`src/rtl/dct_pkg.sv`:
```
// rtl/dct_pkg.sv - shared widths and types for the DCT multiply-accumulate path
package dct_pkg;

  localparam int DCT_N  = 8;
  localparam int DCT_DW = 8;
  localparam int DCT_CW = 12;
  localparam int DCT_RW = DCT_DW + DCT_CW + $clog2(DCT_N);

  typedef logic signed [DCT_DW-1:0] dct_sample_t;
  typedef logic signed [DCT_CW-1:0] dct_coef_t;
  typedef logic signed [DCT_RW-1:0] dct_res_t;

endpackage

```
`src/rtl/dct_mac_seq.sv`:
```
// rtl/dct_mac_seq.sv - sequential MAC producing one DCT result per N sample/coefficient pairs
module dct_mac_seq
  import dct_pkg::*;
#(
  parameter int DW = DCT_DW,
  parameter int CW = DCT_CW,
  parameter int N  = DCT_N,
  parameter int RW = DW + CW + $clog2(N)
) (
  input  logic                 clk,
  input  logic                 rst_n,
  input  logic                 flush,
  input  logic                 in_valid,
  output logic                 in_ready,
  input  logic [DW-1:0]        in_x,
  input  logic [CW-1:0]        in_c,
  output logic                 out_valid,
  input  logic                 out_ready,
  output logic [RW-1:0]        out_res,
  output logic [$clog2(N)-1:0] out_cnt
);

  localparam int NB = $clog2(N);
  localparam int PW = DW + CW;

  logic signed [PW-1:0] x_ext;
  logic signed [PW-1:0] c_ext;
  logic signed [PW-1:0] prod;
  logic signed [RW-1:0] acc;
  logic signed [RW-1:0] sum;
  logic [NB-1:0]        cnt;
  logic                 last_cnt;
  logic                 accept;

  // Operands are zeroed when no pair is offered so X on idle inputs never reaches acc.
  assign x_ext = in_valid ? {{CW{in_x[DW-1]}}, in_x} : '0;
  assign c_ext = in_valid ? {{DW{in_c[CW-1]}}, in_c} : '0;
  assign prod  = x_ext * c_ext;
  assign sum   = acc + {{(RW-PW){prod[PW-1]}}, prod};

  assign last_cnt = (cnt == NB'(N-1));
  // Only the closing pair of a vector waits, and only behind an unconsumed result.
  assign in_ready = !(last_cnt && out_valid && !out_ready);
  assign accept   = in_valid && in_ready && !flush;
  assign out_cnt  = cnt;

  always_ff @(posedge clk or negedge rst_n) begin
    if (!rst_n) begin
      acc       <= '0;
      cnt       <= '0;
      out_valid <= 1'b0;
      out_res   <= '0;
    end else begin
      if (flush) begin
        acc <= '0;
        cnt <= '0;
      end else if (accept) begin
        if (last_cnt) begin
          acc <= '0;
          cnt <= '0;
        end else begin
          acc <= sum;
          cnt <= cnt + NB'(1);
        end
      end

      if (accept && last_cnt) begin
        out_res   <= sum;
        out_valid <= 1'b1;
      end else if (out_ready) begin
        out_valid <= 1'b0;
      end
    end
  end

endmodule

```
`config.mk`:
```
export PLATFORM = sky130hd
export DESIGN_NAME = dct_mac_seq
export DESIGN_NICKNAME = d
export VERILOG_FILES = /design/src/rtl/dct_pkg.sv /design/src/rtl/dct_mac_seq.sv
export SDC_FILE = /design/constraint.sdc
export NUM_CORES = 1
export LEC_CHECK = 0
export ABC_CLOCK_PERIOD_IN_PS = 2530
export CORE_AREA = 2 2 192 100
export DETAILED_ROUTE_END_ITERATION = 6
export DIE_AREA = 0 0 194 102
export PLACE_DENSITY = 0.65
export SETUP_SLACK_MARGIN = 0.5
export SYNTH_ARGS = -nofsm -noshare
export SYNTH_HDL_FRONTEND = slang
export SYNTH_SLANG_ARGS = --single-unit
```
`constraint.sdc`:
```
create_clock -name clk -period 2.53 [get_ports clk]
set_input_delay 0.759 -clock clk [delete_from_list [all_inputs] [get_ports clk]]
set_output_delay 0.759 -clock clk [all_outputs]
set_load 0.05 [all_outputs]
```
==> impl_metrics.json <==
{
  "synthArstFlopShare_pct": 100,
  "status": "finished with violations",
  "ys_ff_latch": 50,
  "seq_area_frac_synth_pct": 15.6,
  "setup_violations": 42,
  "ys_warn_count": 0,
  "fillers": 1350,
  "yosys.area.top_type": "fa_1",
  "rsz0062_at_grt": "yes",
  "antennaDiodeCount": 0,
  "fp.coreArea_mm2": 0.0180,
  "grtUsageMet2_pct": 35.3,
  "placement.io_buffers": 52,
  "dpl-instance-area_mm2": 0.0102,
  "postSynthCellCount": 850,
  "fin_nets": 1330,
  "multi_input_area_mm2": 0.00733,
  "max_slew_margin_pct": 64.3,
  "max_cap_viol_count": 0,
  "critPathKind": "primary input to flop",
  "drtAntennaViolNets": 0,
  "ios": 53,
  "die_area_mm2": 0.0198,
  "startpoint_type": "primary input",
  "synth_edf_count": 0,
  "die_h_um": 102,
  "wl_um": 24700,
  "clkTransAtPathRegs_ps": 80,
  "hp-class": "primary input to async pin",
  "fin_skew_ps": 4.72,
  "cts_sinks": 50,
  "synth_fp_nets": 1093,
  "fin_ws_ps": -5090,
  "place_congestion": 0.923,
  "layout_min_cycle_time_ps": 7620,
  "tightest_slew_ps": 537,
  "hold_buffers": 0,
  "cts.path.max_buffers": 2,
  "synth_top_area_share_pct": 29.4,
  "end_kind": "flop",
  "worst_ep_arrival_time_ps": 7840,
  "antenna_found_initial": 0,
  "grt-ovfl-total": 0,
  "avgRoutedWirePerCell_um": 18.6,
  "clk_latency_ps": 300,
  "cp_data_required_time_ps": 2760,
  "avgViaCountPerCell": 5.19,
  "grt_use_met3_pct": 6.47,
  "num_vias": 6886,
  "cts-root-buf": "clkbuf_16",
  "cts_htree_levels": 2,
  "violations": "negative setup slack",
  "numCtsBuffers": 5,
  "cp_max_fo": 6,
  "grt_max_degree": 51,
  "grtUsageTotal_pct": 25.3,
  "die_w_um": 194,
  "synth_flop_cell": "dfrtp_1",
  "cts_tree": "done",
  "fmax_ghz": 0.131,
  "drcViolationCount": 0,
  "finalSetupTns_ps": -157900,
  "whs_ps": 437,
  "seq_area_mm2": 0.00125,
  "dp_hpwl_um": 18400,
  "drive_gt1_share_pct": 39.9,
  "fin_area_mm2": 0.0119,
  "grt_util_met1_pct": 40.2,
  "maxSlewViolCount": 0,
  "timing.final.crit_share_pct": 301,
  "syn_avg_cell_area_um2": 9.45,
  "rows": 35,
  "drt_first_pass_iters": 4,
  "grt_pass1_wl_um": 39000,
  "synth_area_mm2": 0.00804,
  "synth.top_cells.by_area": "fa_1, dfrtp_1, ha_1",
  "drt_iter0_markers": 500,
  "area_growth_pct": 47.9,
  "hold_viol": 0,
  "first_global_vias": 7208,
  "busiest_layer": "met1",
  "ys_types": 51,
  "start_util_pct": 44.5
}
cell families (layout without fill, tap and decap cells):
| logic type | after synthesis | after routing | share of synthesized area [%] |
|---|---|---|---|
| adders and majority gates | 218 | 218 | 45.0 |
| muxes | 8 | 8 | 1.12 |
| xor gates and xnor gates | 52 | 52 | 5.85 |
| AOI/OAI and AO/OA | 106 | 106 | 9.19 |
| DFF | 50 | 50 | 15.6 |
| and+or+nand+nor | 226 | 226 | 14.4 |
| buffers and inverters | 190 | 428 | 8.89 |
per-layer routing:
metal	routed length [µm]	share of wire, %
met1	12900	52
met2	9940	40
met3	1740	7.0
met4	158	0.64
met5	0	0
flip-flops by register name, indices dropped and copies added, names as in the netlist:
register	count
acc	23
out_res	23
out_valid	1
out_cnt	3
worst max-delay path: stages:
cell,delay [ps]
buf_8,100
and3_4,170
fa_2,640
buf_6,120
fa_1,410
fa_1,470
fa_1,530
inv_2,50
fa_1,520
inv_2,40
fa_1,510
inv_2,40
fa_1,510
inv_2,50
ha_4,250
a21o_1,180
o21ai_2,150
buf_4,140
a21oi_4,60
o41ai_4,460
xnor2_4,190
ha_4,250
a21oi_4,160
o21bai_1,100
a221o_1,360
a31oi_2,200
xor3_1,270
o21ai_1,140
layout make-up:
class	instances	area share, %
inverter	164	5.20
clock inverter	1	0.0737
multi-input combinational	610	61.7
sequential	50	10.6
tap	240	2.53
clock buffer	7	1.28
timing repair buffer	256	18.6
final timing paths:
check | startpoint | to | slack [ps] | depth (start not counted)
hold reg to reg | out_res[3] | out_res[3] | 470 | 2
setup reg to reg | acc[0] | out_res[22] | -390 | 12
min in group clk | out_res[3] | out_res[3] | 470 | 2
max in group asynchronous | rst_n | out_cnt[0] | 1820 | 2
hold / removal | rst_n | out_res[14] | 440 | 2
setup / recovery | in_x[7] | out_res[22] | -5090 | 28
through the flow:
step	utilization (%)	setup slack (ps)	instances
final	65.8	-5090	1328
after global routing	65.8	-5340	1328
after CTS	63.5	-5050	1309
after detailed placement	56.6	-5850	1280
after global placement	56.6	-5740	1280
after floorplan	-	-5260	850
cells in the final DEF, fill, tap and decap left out, drive strengths merged, types with 29 or more instances in the layout:
master and count:
inv 164, ha 100, nand2 67, fa 118
dfrtp 50, nor2 29, buf 218, a21oi 30
and3 77, xnor2 37
synth_stat cells (all sizes together), types with 3 or more instances:
cell type and instances:
o21ai 22, inv 164, and2 3, nand4 4, fa 118, mux2 8
nand3 22, ha 100, a211o 3, a21oi 30, and3 77, o31ai 4
xnor2 37, dfrtp 50, nor2b 5, o31a 3, nand2b 3, o21a 7
xor2 14, a21o 9, nor3 9, nand2 67, a22o 19, nor2 29
clkbuf 25
timing repair:
action	CTS	global route
hold endpoints to repair	0	0
cloned	1	0
gates resized for setup	278	76
pin swaps	100	23
buffers inserted	20	19
setup endpoints to repair	74	53
Power is not shown: default switching activity piles up to over one toggle a cycle in this logic, so the estimate is an artifact.
